--- src/rtl/adc_multitrigger_pkg.sv ---
// Shared definitions for the N-channel ADC trigger.
// Contents: per-channel FSM state type, register offsets inside a channel
// window and the global window, status bit positions, and a byte-merge
// helper used by every byte-addressed multi-byte register.
// Optional feature macro used by the design: ADC_MULTITRIGGER_HYST_EN.
package adc_multitrigger_pkg;

  typedef enum logic [1:0] {
    CH_OFF    = 2'd0,
    CH_ARMING = 2'd1,
    CH_ARMED  = 2'd2
  } ch_state_e;

  // Channel window offsets (wb_adr_i[7] == 0)
  localparam logic [2:0] OFF_STATUS    = 3'd0;
  localparam logic [2:0] OFF_THRESH_LO = 3'd1;
  localparam logic [2:0] OFF_THRESH_HI = 3'd2;
  localparam logic [2:0] OFF_HYST_LO   = 3'd3;
  localparam logic [2:0] OFF_HYST_HI   = 3'd4;

  // Global window offsets (wb_adr_i[7] == 1)
  localparam logic [2:0] OFF_LAST_SRC   = 3'd0;
  localparam logic [2:0] OFF_HOLDOFF_LO = 3'd1;
  localparam logic [2:0] OFF_HOLDOFF_HI = 3'd2;

  // Status register bit positions
  localparam int ST_ENABLE      = 0;
  localparam int ST_CMP_GREATER = 1;
  localparam int ST_CMP_ABS     = 2;
  localparam int ST_HYST_EN     = 3;

  // Replace one byte of a 16-bit view of a register.
  function automatic logic [15:0] merge_byte(input logic [15:0] cur,
                                             input logic        hi,
                                             input logic [7:0]  dat);
    merge_byte = hi ? {dat, cur[7:0]} : {cur[15:8], dat};
  endfunction

endpackage

--- src/rtl/adc_multitrigger_if.sv ---
// Wishbone register-slave bundle for adc_multitrigger.
// Signals: wb_stb_i, wb_cyc_i, wb_we_i, wb_adr_i[15:0], wb_dat_i[7:0]
// (master -> slave); wb_dat_o[7:0], wb_ack_o (slave -> master).
// Handshake: a transfer happens on every clock edge where wb_stb_i and
// wb_cyc_i are both 1. wb_ack_o is constant 1 (zero wait states), so a write
// is committed on that same edge and read data is valid combinationally
// from wb_adr_i during the cycle.
interface adc_multitrigger_if;
  logic        wb_stb_i;
  logic        wb_cyc_i;
  logic        wb_we_i;
  logic [15:0] wb_adr_i;
  logic [7:0]  wb_dat_i;
  logic [7:0]  wb_dat_o;
  logic        wb_ack_o;

  modport master (
    output wb_stb_i, wb_cyc_i, wb_we_i, wb_adr_i, wb_dat_i,
    input  wb_dat_o, wb_ack_o
  );

  modport slave (
    input  wb_stb_i, wb_cyc_i, wb_we_i, wb_adr_i, wb_dat_i,
    output wb_dat_o, wb_ack_o
  );
endinterface

--- src/rtl/adc_multitrigger_chan.sv ---
// One trigger channel: sample register, threshold/mode registers, FSM, hit.
// Ports:
//   clk, rst_n    clock, synchronous active-low reset
//   adc_i         raw sample for this channel (registered here)
//   sq_active_i   sequencer capture active
//   fire_i        global trigger decision of this cycle
//   wr_en_i       register write addressed to this channel
//   off_i         register offset (read and write)
//   wr_dat_i      write data byte
//   rd_dat_o      read data byte for off_i
//   hit_o         channel condition met while ARMED and enabled
//   state_o       FSM state (debug)
// Macro ADC_MULTITRIGGER_HYST_EN adds the hyst register and hysteretic re-arm.
module adc_multitrigger_chan
  import adc_multitrigger_pkg::*;
#(
  parameter int ADC_WIDTH = 8
) (
  input  logic                 clk,
  input  logic                 rst_n,
  input  logic [ADC_WIDTH-1:0] adc_i,
  input  logic                 sq_active_i,
  input  logic                 fire_i,
  input  logic                 wr_en_i,
  input  logic [2:0]           off_i,
  input  logic [7:0]           wr_dat_i,
  output logic [7:0]           rd_dat_o,
  output logic                 hit_o,
  output ch_state_e            state_o
);

  logic [ADC_WIDTH-1:0] sample_q;
  logic [ADC_WIDTH-1:0] thresh_q, thresh_d;
  logic                 enable_q, enable_d;
  logic                 cmp_greater_q, cmp_greater_d;
  logic                 cmp_abs_q, cmp_abs_d;
  ch_state_e            state_q, state_d;
  logic                 greater, cond, arm_ok;
  logic [15:0]          thresh_wide;

  assign thresh_wide = 16'(thresh_q);

`ifdef ADC_MULTITRIGGER_HYST_EN
  localparam logic HYST_FLAG = 1'b1;
  logic [ADC_WIDTH-1:0] hyst_q, hyst_d;
  logic [15:0]          hyst_wide;
  logic [ADC_WIDTH:0]   upper_bound, lower_sum;
  assign hyst_wide = 16'(hyst_q);
`else
  localparam logic HYST_FLAG = 1'b0;
`endif

  // Register writes. Threshold, hyst and mode are frozen while enabled; a
  // status write while enabled can only clear enable.
  always_comb begin
    enable_d      = enable_q;
    cmp_greater_d = cmp_greater_q;
    cmp_abs_d     = cmp_abs_q;
    thresh_d      = thresh_q;
`ifdef ADC_MULTITRIGGER_HYST_EN
    hyst_d        = hyst_q;
`endif
    if (wr_en_i) begin
      if (off_i == OFF_STATUS) begin
        if (!enable_q) begin
          enable_d      = wr_dat_i[ST_ENABLE];
          cmp_greater_d = wr_dat_i[ST_CMP_GREATER];
          cmp_abs_d     = wr_dat_i[ST_CMP_ABS];
        end else if (!wr_dat_i[ST_ENABLE]) begin
          enable_d = 1'b0;
        end
      end else if (!enable_q &&
                   (off_i == OFF_THRESH_LO || off_i == OFF_THRESH_HI)) begin
        thresh_d = ADC_WIDTH'(merge_byte(thresh_wide, off_i == OFF_THRESH_HI, wr_dat_i));
      end
`ifdef ADC_MULTITRIGGER_HYST_EN
      else if (!enable_q &&
               (off_i == OFF_HYST_LO || off_i == OFF_HYST_HI)) begin
        hyst_d = ADC_WIDTH'(merge_byte(hyst_wide, off_i == OFF_HYST_HI, wr_dat_i));
      end
`endif
    end
  end

  assign greater = thresh_q > sample_q;
  assign cond    = (greater == cmp_greater_q);

`ifdef ADC_MULTITRIGGER_HYST_EN
  // One extra bit so the bounds never wrap; an unreachable bound simply
  // never arms.
  assign upper_bound = {1'b0, thresh_q} + {1'b0, hyst_q};
  assign lower_sum   = {1'b0, sample_q} + {1'b0, hyst_q};
  always_comb begin
    if (hyst_q == '0)       arm_ok = !cond;
    else if (cmp_greater_q) arm_ok = {1'b0, sample_q} > upper_bound;
    else                    arm_ok = lower_sum < {1'b0, thresh_q};
  end
`else
  assign arm_ok = !cond;
`endif

  // FSM next state. Level mode lives in ARMED; edge (abs) mode must see the
  // inverse condition in ARMING before it may hit again.
  always_comb begin
    state_d = state_q;
    case (state_q)
      CH_OFF: begin
        if (enable_q) state_d = cmp_abs_q ? CH_ARMING : CH_ARMED;
      end
      CH_ARMING: begin
        if (!enable_q)                    state_d = CH_OFF;
        else if (!cmp_abs_q)              state_d = CH_ARMED;
        else if (sq_active_i && arm_ok)   state_d = CH_ARMED;
      end
      CH_ARMED: begin
        if (!enable_q)                                  state_d = CH_OFF;
        else if (cmp_abs_q && (!sq_active_i || fire_i)) state_d = CH_ARMING;
      end
      default: state_d = CH_OFF;
    endcase
  end

  assign hit_o   = enable_q && (state_q == CH_ARMED) && cond;
  assign state_o = state_q;

  always_comb begin
    rd_dat_o = 8'h00;
    case (off_i)
      OFF_STATUS:    rd_dat_o = {4'b0000, HYST_FLAG, cmp_abs_q, cmp_greater_q, enable_q};
      OFF_THRESH_LO: rd_dat_o = thresh_wide[7:0];
      OFF_THRESH_HI: rd_dat_o = thresh_wide[15:8];
`ifdef ADC_MULTITRIGGER_HYST_EN
      OFF_HYST_LO:   rd_dat_o = hyst_wide[7:0];
      OFF_HYST_HI:   rd_dat_o = hyst_wide[15:8];
`endif
      default:       rd_dat_o = 8'h00;
    endcase
  end

  always_ff @(posedge clk) begin
    if (!rst_n) begin
      sample_q      <= '0;
      thresh_q      <= '0;
      enable_q      <= 1'b0;
      cmp_greater_q <= 1'b0;
      cmp_abs_q     <= 1'b0;
      state_q       <= CH_OFF;
`ifdef ADC_MULTITRIGGER_HYST_EN
      hyst_q        <= '0;
`endif
    end else begin
      sample_q      <= adc_i;
      thresh_q      <= thresh_d;
      enable_q      <= enable_d;
      cmp_greater_q <= cmp_greater_d;
      cmp_abs_q     <= cmp_abs_d;
      state_q       <= state_d;
`ifdef ADC_MULTITRIGGER_HYST_EN
      hyst_q        <= hyst_d;
`endif
    end
  end

endmodule

--- src/rtl/adc_multitrigger.sv ---
// N-channel ADC trigger with Wishbone register slave.
// Ports:
//   clk, rst_n     clock, synchronous active-low reset
//   sq_active      sequencer capture active; triggers only while 1
//   sq_trigger     one-cycle trigger pulse
//   adc            packed samples, channel 0 in the LSBs
//   wb             Wishbone slave (adc_multitrigger_if.slave)
//   dbg_state_o    per-channel FSM state, 2 bits per channel (debug)
// Map: wb_adr_i[7]=0 -> channel wb_adr_i[6:3], offset wb_adr_i[2:0];
//      wb_adr_i[7]=1 -> global (last_src, holdoff lo/hi).
// Macro ADC_MULTITRIGGER_HYST_EN enables per-channel hysteresis.
module adc_multitrigger
  import adc_multitrigger_pkg::*;
#(
  parameter int CHANNELS      = 2,
  parameter int ADC_WIDTH     = 8,
  parameter int HOLDOFF_WIDTH = 16
) (
  input  logic                          clk,
  input  logic                          rst_n,
  input  logic                          sq_active,
  output logic                          sq_trigger,
  input  logic [CHANNELS*ADC_WIDTH-1:0] adc,
  adc_multitrigger_if.slave             wb,
  output logic [2*CHANNELS-1:0]         dbg_state_o
);

  logic                     wr_stb;
  logic                     fire;
  logic [CHANNELS-1:0]      hit;
  logic [7:0]               chan_rd [CHANNELS];
  ch_state_e                ch_state [CHANNELS];
  logic [3:0]               hit_idx;
  logic [7:0]               rd_dat;

  logic [HOLDOFF_WIDTH-1:0] holdoff_q, holdoff_d;
  logic [HOLDOFF_WIDTH-1:0] holdoff_cnt_q, holdoff_cnt_d;
  logic [3:0]               last_src_q, last_src_d;
  logic                     sq_trigger_q;
  logic [15:0]              holdoff_wide;

  // Upper address byte is not decoded.
  logic unused_adr_hi;
  assign unused_adr_hi = &{1'b0, wb.wb_adr_i[15:8]};

  assign wr_stb       = wb.wb_stb_i && wb.wb_cyc_i && wb.wb_we_i;
  assign wb.wb_ack_o  = 1'b1;
  assign holdoff_wide = 16'(holdoff_q);

  for (genvar c = 0; c < CHANNELS; c++) begin : g_chan
    adc_multitrigger_chan #(.ADC_WIDTH(ADC_WIDTH)) u_chan (
      .clk         (clk),
      .rst_n       (rst_n),
      .adc_i       (adc[c*ADC_WIDTH +: ADC_WIDTH]),
      .sq_active_i (sq_active),
      .fire_i      (fire),
      .wr_en_i     (wr_stb && !wb.wb_adr_i[7] && (wb.wb_adr_i[6:3] == 4'(c))),
      .off_i       (wb.wb_adr_i[2:0]),
      .wr_dat_i    (wb.wb_dat_i),
      .rd_dat_o    (chan_rd[c]),
      .hit_o       (hit[c]),
      .state_o     (ch_state[c])
    );
    assign dbg_state_o[2*c +: 2] = ch_state[c];
  end

  // Lowest-index hitting channel wins.
  always_comb begin
    hit_idx = 4'd0;
    for (int c = CHANNELS - 1; c >= 0; c--) begin
      if (hit[c]) hit_idx = 4'(c);
    end
  end

  assign fire = sq_active && (holdoff_cnt_q == '0) && (|hit);

  always_comb begin
    holdoff_d = holdoff_q;
    if (wr_stb && wb.wb_adr_i[7] &&
        (wb.wb_adr_i[2:0] == OFF_HOLDOFF_LO || wb.wb_adr_i[2:0] == OFF_HOLDOFF_HI)) begin
      holdoff_d = HOLDOFF_WIDTH'(merge_byte(holdoff_wide,
                                            wb.wb_adr_i[2:0] == OFF_HOLDOFF_HI,
                                            wb.wb_dat_i));
    end
  end

  // Holdoff reloads on fire and otherwise counts down to 0 and stays there.
  always_comb begin
    holdoff_cnt_d = holdoff_cnt_q;
    last_src_d    = last_src_q;
    if (fire) begin
      holdoff_cnt_d = holdoff_q;
      last_src_d    = hit_idx;
    end else if (holdoff_cnt_q != '0) begin
      holdoff_cnt_d = holdoff_cnt_q - HOLDOFF_WIDTH'(1);
    end
  end

  always_comb begin
    rd_dat = 8'h00;
    if (wb.wb_adr_i[7]) begin
      case (wb.wb_adr_i[2:0])
        OFF_LAST_SRC:   rd_dat = {4'b0000, last_src_q};
        OFF_HOLDOFF_LO: rd_dat = holdoff_wide[7:0];
        OFF_HOLDOFF_HI: rd_dat = holdoff_wide[15:8];
        default:        rd_dat = 8'h00;
      endcase
    end else begin
      for (int c = 0; c < CHANNELS; c++) begin
        if (wb.wb_adr_i[6:3] == 4'(c)) rd_dat = chan_rd[c];
      end
    end
  end

  assign wb.wb_dat_o = rd_dat;
  assign sq_trigger  = sq_trigger_q;

  always_ff @(posedge clk) begin
    if (!rst_n) begin
      holdoff_q     <= '0;
      holdoff_cnt_q <= '0;
      last_src_q    <= 4'd0;
      sq_trigger_q  <= 1'b0;
    end else begin
      holdoff_q     <= holdoff_d;
      holdoff_cnt_q <= holdoff_cnt_d;
      last_src_q    <= last_src_d;
      sq_trigger_q  <= fire;
    end
  end

endmodule

--- src/flat_wrapper.sv ---
// flat-port wrapper written by rule: the top's interface ports become plain ports
module adc_multitrigger_flat import adc_multitrigger_pkg::*;
#(
  parameter int CHANNELS      = 2,
  parameter int ADC_WIDTH     = 8,
  parameter int HOLDOFF_WIDTH = 16
)
  (clk, rst_n, sq_active, sq_trigger, adc, dbg_state_o, wb_wb_stb_i, wb_wb_cyc_i, wb_wb_we_i, wb_wb_adr_i, wb_wb_dat_i, wb_wb_dat_o, wb_wb_ack_o);
  adc_multitrigger_if wb_i ();
  input  logic clk;
  input  logic rst_n;
  input  logic sq_active;
  output logic sq_trigger;
  input  logic [CHANNELS*ADC_WIDTH-1:0] adc;
  output logic [2*CHANNELS-1:0] dbg_state_o;
  input wire logic [$bits(wb_i.wb_stb_i)-1:0] wb_wb_stb_i;
  input wire logic [$bits(wb_i.wb_cyc_i)-1:0] wb_wb_cyc_i;
  input wire logic [$bits(wb_i.wb_we_i)-1:0] wb_wb_we_i;
  input wire logic [$bits(wb_i.wb_adr_i)-1:0] wb_wb_adr_i;
  input wire logic [$bits(wb_i.wb_dat_i)-1:0] wb_wb_dat_i;
  output wire logic [$bits(wb_i.wb_dat_o)-1:0] wb_wb_dat_o;
  output wire logic [$bits(wb_i.wb_ack_o)-1:0] wb_wb_ack_o;
  assign wb_i.wb_stb_i = wb_wb_stb_i;
  assign wb_i.wb_cyc_i = wb_wb_cyc_i;
  assign wb_i.wb_we_i = wb_wb_we_i;
  assign wb_i.wb_adr_i = wb_wb_adr_i;
  assign wb_i.wb_dat_i = wb_wb_dat_i;
  assign wb_wb_dat_o = wb_i.wb_dat_o;
  assign wb_wb_ack_o = wb_i.wb_ack_o;
  adc_multitrigger #(.CHANNELS(CHANNELS), .ADC_WIDTH(ADC_WIDTH), .HOLDOFF_WIDTH(HOLDOFF_WIDTH)) u_core (.clk(clk), .rst_n(rst_n), .sq_active(sq_active), .sq_trigger(sq_trigger), .adc(adc), .wb(wb_i), .dbg_state_o(dbg_state_o));
endmodule
--- config.mk ---
export PLATFORM = sky130hd
export DESIGN_NAME = adc_multitrigger_flat
export DESIGN_NICKNAME = d
export VERILOG_FILES = /design/src/rtl/adc_multitrigger_pkg.sv /design/src/rtl/adc_multitrigger_if.sv /design/src/rtl/adc_multitrigger_chan.sv /design/src/rtl/adc_multitrigger.sv /design/src/flat_wrapper.sv
export SDC_FILE = /design/constraint.sdc
export NUM_CORES = 1
export LEC_CHECK = 0
export CORE_MARGIN = 10
export CORE_UTILIZATION = 49
export CTS_CLUSTER_DIAMETER = 100
export DETAILED_ROUTE_END_ITERATION = 8
export PLACE_DENSITY = 0.76
export SLEW_MARGIN = 20
export SYNTH_ARGS = -nofsm -noshare
export SYNTH_HDL_FRONTEND = slang
export SYNTH_SLANG_ARGS = --single-unit
--- constraint.sdc ---
create_clock -name clk -period 2.7 [get_ports clk]
set_input_delay 0.54 -clock clk [delete_from_list [all_inputs] [get_ports clk]]
set_output_delay 0.54 -clock clk [all_outputs]
set_load 0.1 [all_outputs]
==> qor.tcl, run 1 <==
set qor(worst_ep_arrival_time_ns) 2.13
set qor(synth.avg_cell_area_um2) 8.85
set qor(worst_slew_margin_rel_pct) 39.4
set qor(hold_depth) 2
set qor(maxClockFrequency_mhz) 374
set qor(netlist_top_cells_area) {dfxtp_1, mux2i_1, ha_1}
set qor(maxCapViolCount) 0
set qor(synth_edf_count) 0
set qor(route.detailed.wl_per_inst_um) 16.6
set qor(seq_area_frac_synth_pct) 38.9
set qor(worst_skew_pair.late_latency_ns) 0.35
set qor(route.vias.total) 3489
set qor(grt_pass1_wl_um) 16600
set qor(antenna_cells) 0
set qor(peakVddDrop_mv) 0.368
set qor(die-height_um) 109
set qor(final_count_of_negative_setup_slack_endpoints) 0
set qor(drtAntennaViolNets) 0
set qor(synth_nets) 505
set qor(grt_antenna_before_repair) 0
set qor(ys_types) 52
set qor(maximum_number_of_pins_on_one_net_before_global_route_repair) 24
set qor(totalNegativeSetupSlack_ns) 0
set qor(clkSinkCount) 76
set qor(worst-slew-pin-transition_ns) 0.903
set qor(critical-path-max-stage-delay_ns) 0.42
set qor(pwr-share-seq_pct) 41.7
set qor(min_period_over_period_pct) 98.9
set qor(gr-usage-all-layers_pct) 17.3
set qor(input_output_buffers) 50
set qor(worst_path_max_delay_cell) {clkdlybuf4s50_1}
set qor(drt_pass_1_iters) 6
set qor(synthTopCellsByCount) {dfxtp_1, nor2_1, mux2i_1}
set qor(dieArea_mm2) 0.0120
set qor(finalHoldViolations) 0
set qor(kind_of_end_point_of_the_critical_path) {output pin}
set qor(worstPathMaxFanout) 5
set qor(fin_cells) 617
set qor(initial_utilization_pct) 50.4
set qor(ctsLongestPathBuffers) 2
set qor(row_count) 32
set qor(worstReg2RegEnd) {u_core.g_chan[0].u_chan.state_o[0]$_SDFFE_PN0P_}
set qor(dpl-instance-area_mm2) 0.00482
set qor(die-width_um) 109
set qor(final_nets) 573
set qor(list_of_cells_traversed_by_the_critical_path) {clkdlybuf4s50_1 > nor3_1 > buf_4 > and2_1 > a22oi_1 > o22ai_2 > buf_12}
set qor(wl_um) 10200
set qor(post_cts_hold_buffer_count) 0
set qor(final_period_minus_worst_setup_slack_ns) 2.67
set qor(cts_max_level) 3
set qor(synth_seq_cells) 76
set qor(static-leakage-power_nw) 1.83
set qor(drt_initial_violations) 264
set qor(overflow) 0
set qor(core_area_mm2) 0.00777
set qor(internal_power_mw) 2.15
set qor(p_sw_share_pct) 32.6
set qor(rsz0062_at_grt) {yes}
set qor(power_density_mw_per_mm2) 632
set qor(power.share.clock_pct) 26.5
set qor(finish.instance_area_mm2) 0.00505
set qor(finalMaxSlewViolations) 0
set qor(via_count_of_the_first_global_routing_pass) 3502
set qor(viasPerCell) 5.65
set qor(drc_errors) 0
set qor(postSynthCellCount) 442
set qor(timing.rr.start) {u_core.holdoff_cnt_q[1]$_SDFFE_PN0P_}
set qor(yosysMostFrequentCell) {dfxtp_1}
set qor(dp_hpwl_um) 8000
set qor(synth-warning-count) 0
set qor(predominant_post_synthesis_flop_cell) {dfxtp_1}
set qor(netSwitchingPower_mw) 1.04
set qor(worst_setup_hold_path_clk_slew_ns) 0.08
set qor(timing_worst_setup_path_type) {input pin to output pin}
set qor(timing.reg2reg.setup_slack_ns) 0.10
set qor(hold_path.class) {register to register}
set qor(layout-area-overhead-vs-synth_pct) 29.1
set qor(drive_gt1_share_pct) 15.5
set qor(outcome) {finished clean}
set qor(cts_tree) {done}
set qor(post_synth_instance_area_mm2) 0.00391
set qor(critical_path_required_ns) 2.16
set qor(clk_root_buffer_cell) {clkbuf_8}
set qor(hold_path_startpoint) {u_core.last_src_q[0]$_SDFFE_PN0P_}
set qor(synth_async_sr_flop_share_pct) 0
set qor(finalClockSkew_ns) 0.0118
set qor(worst_reg2reg_path_depth) 10
set qor(synth_top_area_cell) {dfxtp_1}
set qor(pin_count) 60
set qor(hold_path_end) {u_core.last_src_q[0]$_SDFFE_PN0P_}
set qor(yosysTopAreaCellShare_pct) 38.9
set qor(place.gp.congestion) 0.921
set qor(worst_setup_path_start_kind) {input pin}
set qor(pwr-share-comb_pct) 31.9
set qor(tritoncts_buffers) 9
set qor(dp.cells) 601
==> per-stage QoR <==
stage	hold WS [ns]	setup WS, ns	utilization [%]	total power [mW]
2_1_floorplan	0.466	-0.171	-	2.00
3_3_place_gp	0.483	0.0382	62.0	2.30
3_5_place_dp	0.495	0.00949	62.0	2.34
4_1_cts	0.515	0.00321	64.5	3.19
5_1_grt	0.540	-0.0540	65.0	3.37
6_report	0.521	0.0292	65.0	3.19
==> routing by layer <==
metal | up-vias | GRT usage [%] | share of wire (%) | wire [um]
met2 | 97 | 29.7 | 49 | 4970
met4 | 0 | 5.95 | 1.8 | 189
met1 | 1654 | 20.9 | 43 | 4440
met5 | - | 0 | 0 | 0
li1 | 1721 | - | - | -
met3 | 17 | 3.86 | 6.2 | 631
==> critical path, delay by kind of cell <==
family	cells	cell delay (ns)
buffers and inverters	3	0.78
AND/OR/NAND/NOR	2	0.42
AO/OA/AOI/OAI	2	0.38
==> placed cells by master, fill, tap and decap left out, types with 6 or more instances in the layout <==
cell type        netlist  routed
a21oi_1               21      21
a22oi_1               13      13
and2_1                17      17
buf_12                 0      11
buf_4                  3      30
clkbuf_8               0       9
clkdlybuf4s50_1        0      37
dfxtp_1               76      76
ha_1                  17      17
inv_1                 23      23
mux2i_1               44      44
nand2_1               21      20
nand3_1                7       7
nand4_1                9       9
nor2_1                52      51
nor2b_1                8       8
nor3_1                11      11
o21ai_0               18      16
o21ai_1                6       6
o22ai_2                0       8
==> logic make-up after synthesis <==
group | Yosys count | synth area share, %
muxes | 44 | 11.3
adders and majority gates | 17 | 5.43
xor gates and xnor gates | 9 | 2.01
DFF | 76 | 38.9
AOI/OAI and AO/OA | 94 | 16.5
other | 1 | 0.0958
buffers and inverters | 46 | 4.92
and+or+nand+nor | 155 | 20.9
==> how the worst max path moves through the flow <==
stage                                                           end                            startpoint  cells past startpoint
global route        u_core.g_chan[0].u_chan.state_o[0]$_SDFFE_PN0P_  u_core.holdoff_cnt_q[1]$_SDFFE_PN0P_                     10
detailed placement  u_core.g_chan[1].u_chan.state_o[1]$_SDFFE_PN0P_  u_core.holdoff_cnt_q[1]$_SDFFE_PN0P_                      9
finish                                               wb_wb_dat_o[6]                        wb_wb_adr_i[6]                      7
global placement    u_core.g_chan[1].u_chan.state_o[1]$_SDFFE_PN0P_  u_core.holdoff_cnt_q[1]$_SDFFE_PN0P_                      9
floorplan                                            wb_wb_dat_o[1]                        wb_wb_adr_i[0]                      4
CTS                 u_core.g_chan[1].u_chan.state_o[1]$_SDFFE_PN0P_  u_core.holdoff_cnt_q[1]$_SDFFE_PN0P_                      9
==> state kept, by name (all words and copies together), names as in the netlist <==
signal and flops:
u_core.g_chan.u_chan.state_o 4, u_core.holdoff_q 16, u_core.holdoff_cnt_q 16, u_core.g_chan.u_chan.cmp_abs_q 2, u_core.g_chan.u_chan.cmp_greater_q 2, u_core.last_src_q 1
u_core.g_chan.u_chan.thresh_q 16, u_core.g_chan.u_chan.sample_q 16, u_core.sq_trigger 1, u_core.g_chan.u_chan.enable_q 2
==> power by group through the flow <==
stage / registers [mW] / clock network (mW) / logic (mW)
finish: 1.33 / 0.846 / 1.02
global route: 1.34 / 0.901 / 1.13
CTS: 1.32 / 0.860 / 1.00
detailed placement: 1.35 / 0 / 0.989
global placement: 1.34 / 0 / 0.961
floorplan: 1.33 / 0 / 0.671
==> cell type report <==
| class | count | area, um^2 |
|---|---|---|
| timing repair buffer | 80 | 852 |
| clock inverter | 6 | 65.1 |
| clock buffer | 10 | 128 |
| tap | 102 | 128 |
| multi-input combinational | 320 | 2270 |
| inverter | 23 | 86.3 |
| fill | 649 | 2720 |
| sequential | 76 | 1520 |
==> timing repair <==
action                                  4_1_cts  5_1_grt
gates resized for setup                       0        8
setup buffers                                 0        0
endpoints found under the setup margin        0       27
(Power assumes the default switching activity.)
==> run 2: changes to the inputs <==
CORE_UTILIZATION = 54   (was 49)
PLACE_DENSITY = 0.82   (was 0.76)
==> qor.tcl, run 2 (same netlist as run 1, synthesis figures left out) <==
set qor(die-width_um) 105
set qor(timing_worst_setup_path_type) {input pin to output pin}
set qor(overflow) 0
set qor(final_period_minus_worst_setup_slack_ns) 2.66
set qor(worst_setup_path_start_kind) {input pin}
set qor(core_area_mm2) 0.00691
set qor(antenna_cells) 0
set qor(final_core_utilization_pct) 73.1
set qor(route.vias.total) 3558
set qor(outcome) {finished clean}
set qor(worst-slew-pin-transition_ns) 0.696
set qor(drive_gt1_share_pct) 16.1
set qor(tritoncts_buffers) 9
set qor(initial_utilization_pct) 56.7
set qor(rsz0062_at_grt) {yes}
set qor(viasPerCell) 5.83
set qor(finalClockSkew_ns) 0.00888
set qor(row_count) 30
set qor(fillerInstances) 532
set qor(drtAntennaViolNets) 0
set qor(hold_path.class) {register to register}
set qor(register_area_mm2) 0.00152
set qor(drt_pass_1_iters) 5
set qor(finalHoldViolations) 0
set qor(power_density_mw_per_mm2) 649
set qor(drc_errors) 0
set qor(most_used_cells_in_the_layout_excluding_fill_and_tap_cells) {dfxtp_1, nor2_1, mux2i_1}
set qor(dp_hpwl_um) 8050
set qor(kind_of_end_point_of_the_critical_path) {output pin}
set qor(maximum_number_of_pins_on_one_net_before_global_route_repair) 24
set qor(worst_setup_path_startpoint) {wb_wb_adr_i[1]}
set qor(clkSinkCount) 76
set qor(worst_ep_arrival_time_ns) 2.12
set qor(maxCapViolCount) 0
set qor(place.gp.congestion) 0.906
set qor(min_period_over_period_pct) 98.6
set qor(dieArea_mm2) 0.0111
set qor(clk_root_buffer_cell) {clkbuf_8}
set qor(wl_um) 10700
set qor(via_count_of_the_first_global_routing_pass) 3614
set qor(ctsLongestPathBuffers) 2
set qor(peakVddDrop_mv) 0.342
set qor(worst_slew_margin_rel_pct) 53.5
set qor(pin_count) 60
set qor(cts_tree) {done}
set qor(worstPathMaxFanout) 7
set qor(gr-usage-all-layers_pct) 18.9
set qor(timing.reg2reg.setup_slack_ns) 0.17
set qor(maxClockFrequency_mhz) 376
set qor(layout-area-overhead-vs-synth_pct) 28.9
set qor(drt_initial_violations) 218
set qor(timing.rr.start) {u_core.g_chan[1].u_chan.sample_q[5]$_SDFF_PN0_}
set qor(route.detailed.wl_per_inst_um) 17.6
set qor(final_count_of_negative_setup_slack_endpoints) 0
set qor(cts_max_level) 3
set qor(worst_skew_pair.late_latency_ns) 0.36
set qor(layout_commonest_cell) {dfxtp_1}
set qor(grt_pass1_wl_um) 17300
set qor(die-height_um) 105
set qor(critical_path_required_ns) 2.16
set qor(grt_antenna_before_repair) 0
set qor(footprint_of_the_multi_input_gates_mm2) 0.00230
set qor(finalMaxSlewViolations) 0
set qor(report.power.total_mw) 3.28
set qor(static-leakage-power_nw) 1.83
set qor(input_output_buffers) 50
set qor(final_nets) 572
set qor(hold_path_startpoint) {u_core.last_src_q[0]$_SDFFE_PN0P_}
set qor(worst_setup_hold_path_clk_slew_ns) 0.08
-- run 2: routing by layer --
metal  up-vias  share of wire, %  GRT usage [%]
li1       1716                 -              -
met1      1689                43           22.3
met2       127                49           31.7
met3        26               4.6           3.81
met4         0               2.8           10.1
met5         -                 0              0
-- run 2: metrics by stage --
step           cell area [um^2]  TNS [ns]  hold slack, ns  instances  worst slack [ns]
6_report                   5050         0           0.517        610            0.0385
5_1_grt                    5050   -0.0261           0.542        610           -0.0261
4_1_cts                    4990         0           0.518        610         0.0000284
3_5_place_dp               4780   -0.0665           0.493        594           -0.0444
3_3_place_gp               4780         0           0.485        594            0.0793
2_1_floorplan              3950    -0.171           0.466        442            -0.171
-- run 2: repair_timing --
item | CTS | global route
setup buffers | 0 | 0
hold buffers | 0 | 0
endpoints found under the setup margin | 3 | 29
pin swaps | 0 | 5
resized for setup | 2 | 11
hold endpoints to repair | 0 | 0
-- run 2: final timing paths --
| kind | to | cells past startpoint |
|---|---|---|
| hold reg to reg | u_core.last_src_q[0]$_SDFFE_PN0P_ | 2 |
| setup / recovery | wb_wb_dat_o[6] | 5 |
| hold / removal | u_core.last_src_q[0]$_SDFFE_PN0P_ | 2 |
| setup reg to reg | u_core.holdoff_cnt_q[14]$_SDFFE_PN0P_ | 9 |
-- run 2: cell type report --
| type | instances | area share [%] |
|---|---|---|
| Sequential cell | 76 | 30.2 |
| Inverter | 23 | 1.71 |
| Tap cell | 96 | 2.38 |
| Clock buffer | 11 | 2.80 |
| Clock inverter | 5 | 1.19 |
| Timing Repair Buffer | 79 | 16.2 |
| Multi-Input combinational cell | 320 | 45.6 |
-- run 2: power breakdown --
group          leakage (nW)  switching (mW)  total, mW  internal (mW)
Sequential            0.619           0.100       1.33           1.23
Combinational          1.11           0.551       1.04          0.489
Clock                0.0999           0.450      0.906          0.456
Total                  1.83            1.10       3.28           2.17
-- run 2: worst max-delay path, cell delays in order --
cell             delay, ns
clkdlybuf4s50_1       0.52
nor3_1                0.38
nand2_2               0.19
o22ai_2               0.28
buf_12                0.21
==> run 3: changes to the inputs <==
CORE_UTILIZATION = 27   (was 54)
PLACE_DENSITY = 0.48   (was 0.82)
==> qor.tcl, run 3 (same netlist as run 1, synthesis figures left out) <==
set qor(outcome) {finished clean}
set qor(maximum_number_of_pins_on_one_net_before_global_route_repair) 50
set qor(critical-path-max-stage-delay_ns) 0.44
set qor(cts_tree) {done}
set qor(dp_worst_setup_slack_ns) -0.0164
set qor(worstPathMaxFanout) 3
set qor(worst_setup_path_startpoint) {wb_wb_adr_i[6]}
set qor(viasPerCell) 4.95
set qor(worst_setup_path_start_kind) {input pin}
set qor(gr-usage-all-layers_pct) 11.5
set qor(route.vias.total) 3435
set qor(maxCapViolCount) 0
set qor(row_count) 43
set qor(pin_count) 60
set qor(die-width_um) 140
set qor(ctsLongestPathBuffers) 2
set qor(drt_initial_violations) 144
set qor(fin_cells) 694
set qor(clkSinkCount) 76
set qor(place.gp.congestion) 0.876
set qor(route.detailed.wl_per_inst_um) 16.6
set qor(hold_path.class) {register to register}
set qor(maxClockFrequency_mhz) 378
set qor(peakVddDrop_mv) 0.305
set qor(final_count_of_negative_setup_slack_endpoints) 0
set qor(drive_gt1_share_pct) 16.0
set qor(drc_errors) 0
set qor(totalNegativeSetupSlack_ns) 0
set qor(final_period_minus_worst_setup_slack_ns) 2.65
set qor(power_density_mw_per_mm2) 665
set qor(grt_pass1_wl_um) 18400
set qor(worst_path_max_delay_cell) {clkdlybuf4s50_1}
set qor(timing.reg2reg.setup_slack_ns) 0.20
set qor(worst_slew_margin_rel_pct) 66.3
set qor(timing_worst_setup_path_type) {input pin to output pin}
set qor(min_period_over_period_pct) 98.1
set qor(finalHoldViolations) 0
set qor(clk_root_buffer_cell) {clkbuf_16}
set qor(via_count_of_the_first_global_routing_pass) 3451
set qor(worst_reg2reg_path_depth) 9
set qor(dp_hpwl_um) 8780
set qor(worst_ep_arrival_time_ns) 2.11
set qor(footprint_of_the_multi_input_gates_mm2) 0.00228
set qor(dieArea_mm2) 0.0197
set qor(input_output_buffers) 50
set qor(finish.instance_area_mm2) 0.00524
set qor(antenna_cells) 0
set qor(dpl-instance-area_mm2) 0.00491
set qor(worstReg2RegEnd) {u_core.g_chan[1].u_chan.state_o[1]$_SDFFE_PN0P_}
set qor(final_core_utilization_pct) 37.3
set qor(dp.cells) 678
set qor(whs_ns) 0.504
set qor(finalMaxSlewViolations) 0
set qor(kind_of_end_point_of_the_critical_path) {output pin}
set qor(post_cts_hold_buffer_count) 0
set qor(worst_slack_ns) 0.0524
set qor(layout_commonest_cell) {dfxtp_1}
set qor(report.power.total_mw) 3.49
set qor(endpoint) {wb_wb_dat_o[0]}
set qor(overflow) 0
set qor(initial_utilization_pct) 27.9
set qor(drtAntennaViolNets) 0
set qor(timing.rr.start) {u_core.holdoff_cnt_q[1]$_SDFFE_PN0P_}
set qor(grt_antenna_before_repair) 0
set qor(layout-area-overhead-vs-synth_pct) 33.9
set qor(worst_skew_pair.late_latency_ns) 0.34
set qor(tritoncts_buffers) 9
set qor(drt_pass_1_iters) 4
set qor(register_area_mm2) 0.00152
set qor(critical_path_required_ns) 2.16
set qor(most_used_cells_in_the_layout_excluding_fill_and_tap_cells) {dfxtp_1, nor2_1, mux2i_1}
set qor(final_nets) 573
set qor(static-leakage-power_nw) 1.88
set qor(fillerInstances) 1434
set qor(finalClockSkew_ns) 0.00833
set qor(worst_setup_hold_path_clk_slew_ns) 0.06
set qor(wl_um) 11500
set qor(cts_max_level) 3
set qor(core_area_mm2) 0.0140
set qor(die-height_um) 140
set qor(list_of_cells_traversed_by_the_critical_path) {clkdlybuf4s50_1 > nor3_2 > buf_4 > nand2_1 > o22ai_1 > a22oi_1 > nor2_2 > buf_12}
set qor(worst-slew-pin-transition_ns) 0.502
set qor(rsz0062_at_grt) {yes}
-- run 3: where the power goes --
group | total, mW | internal (mW) | leakage [nW] | switching [mW]
logic | 1.02 | 0.494 | 1.13 | 0.530
clock network | 1.13 | 0.663 | 0.133 | 0.465
registers | 1.33 | 1.23 | 0.619 | 0.103
total | 3.49 | 2.39 | 1.88 | 1.10
-- run 3: metal layers --
layer | GRT usage (%) | routed length (um) | vias up
li1 | - | - | 1715
met2 | 18.1 | 5210 | 89
met1 | 14.8 | 5330 | 1617
met4 | 4.08 | 146 | 0
met5 | 0 | 0 | -
met3 | 3.04 | 807 | 14
-- run 3: layout make-up --
class / count / area share (%)
multi-input combinational: 320 / 43.6
sequential: 76 / 29.0
timing repair buffer: 80 / 16.1
clock buffer: 11 / 4.82
tap: 180 / 4.30
inverter: 23 / 1.65
clock inverter: 4 / 0.477
-- run 3: worst min path at each step --
stage / from / cells after the start / endpoint / slack [ns]
floorplan: u_core.holdoff_q[13]$_SDFFE_PN0P_ / 2 / u_core.holdoff_cnt_q[13]$_SDFFE_PN0P_ / 0.47
global placement: u_core.last_src_q[0]$_SDFFE_PN0P_ / 2 / u_core.last_src_q[0]$_SDFFE_PN0P_ / 0.48
detailed placement: u_core.last_src_q[0]$_SDFFE_PN0P_ / 2 / u_core.last_src_q[0]$_SDFFE_PN0P_ / 0.49
CTS: u_core.last_src_q[0]$_SDFFE_PN0P_ / 2 / u_core.last_src_q[0]$_SDFFE_PN0P_ / 0.50
global route: u_core.holdoff_cnt_q[14]$_SDFFE_PN0P_ / 2 / u_core.holdoff_cnt_q[14]$_SDFFE_PN0P_ / 0.54
finish: u_core.last_src_q[0]$_SDFFE_PN0P_ / 2 / u_core.last_src_q[0]$_SDFFE_PN0P_ / 0.50
-- run 3: what timing repair did --
action | in CTS | in global routing
pin swaps | 2 | 3
buffers inserted | 0 | 1
endpoints found under the setup margin | 4 | 30
resized for setup | 2 | 8
-- run 3: worst max-delay path, delay by kind of cell --
family	cells	cell delay (ns)
AOI/OAI and AO/OA	2	0.37
buffers and inverters	3	0.77
and+or+nand+nor	3	0.43
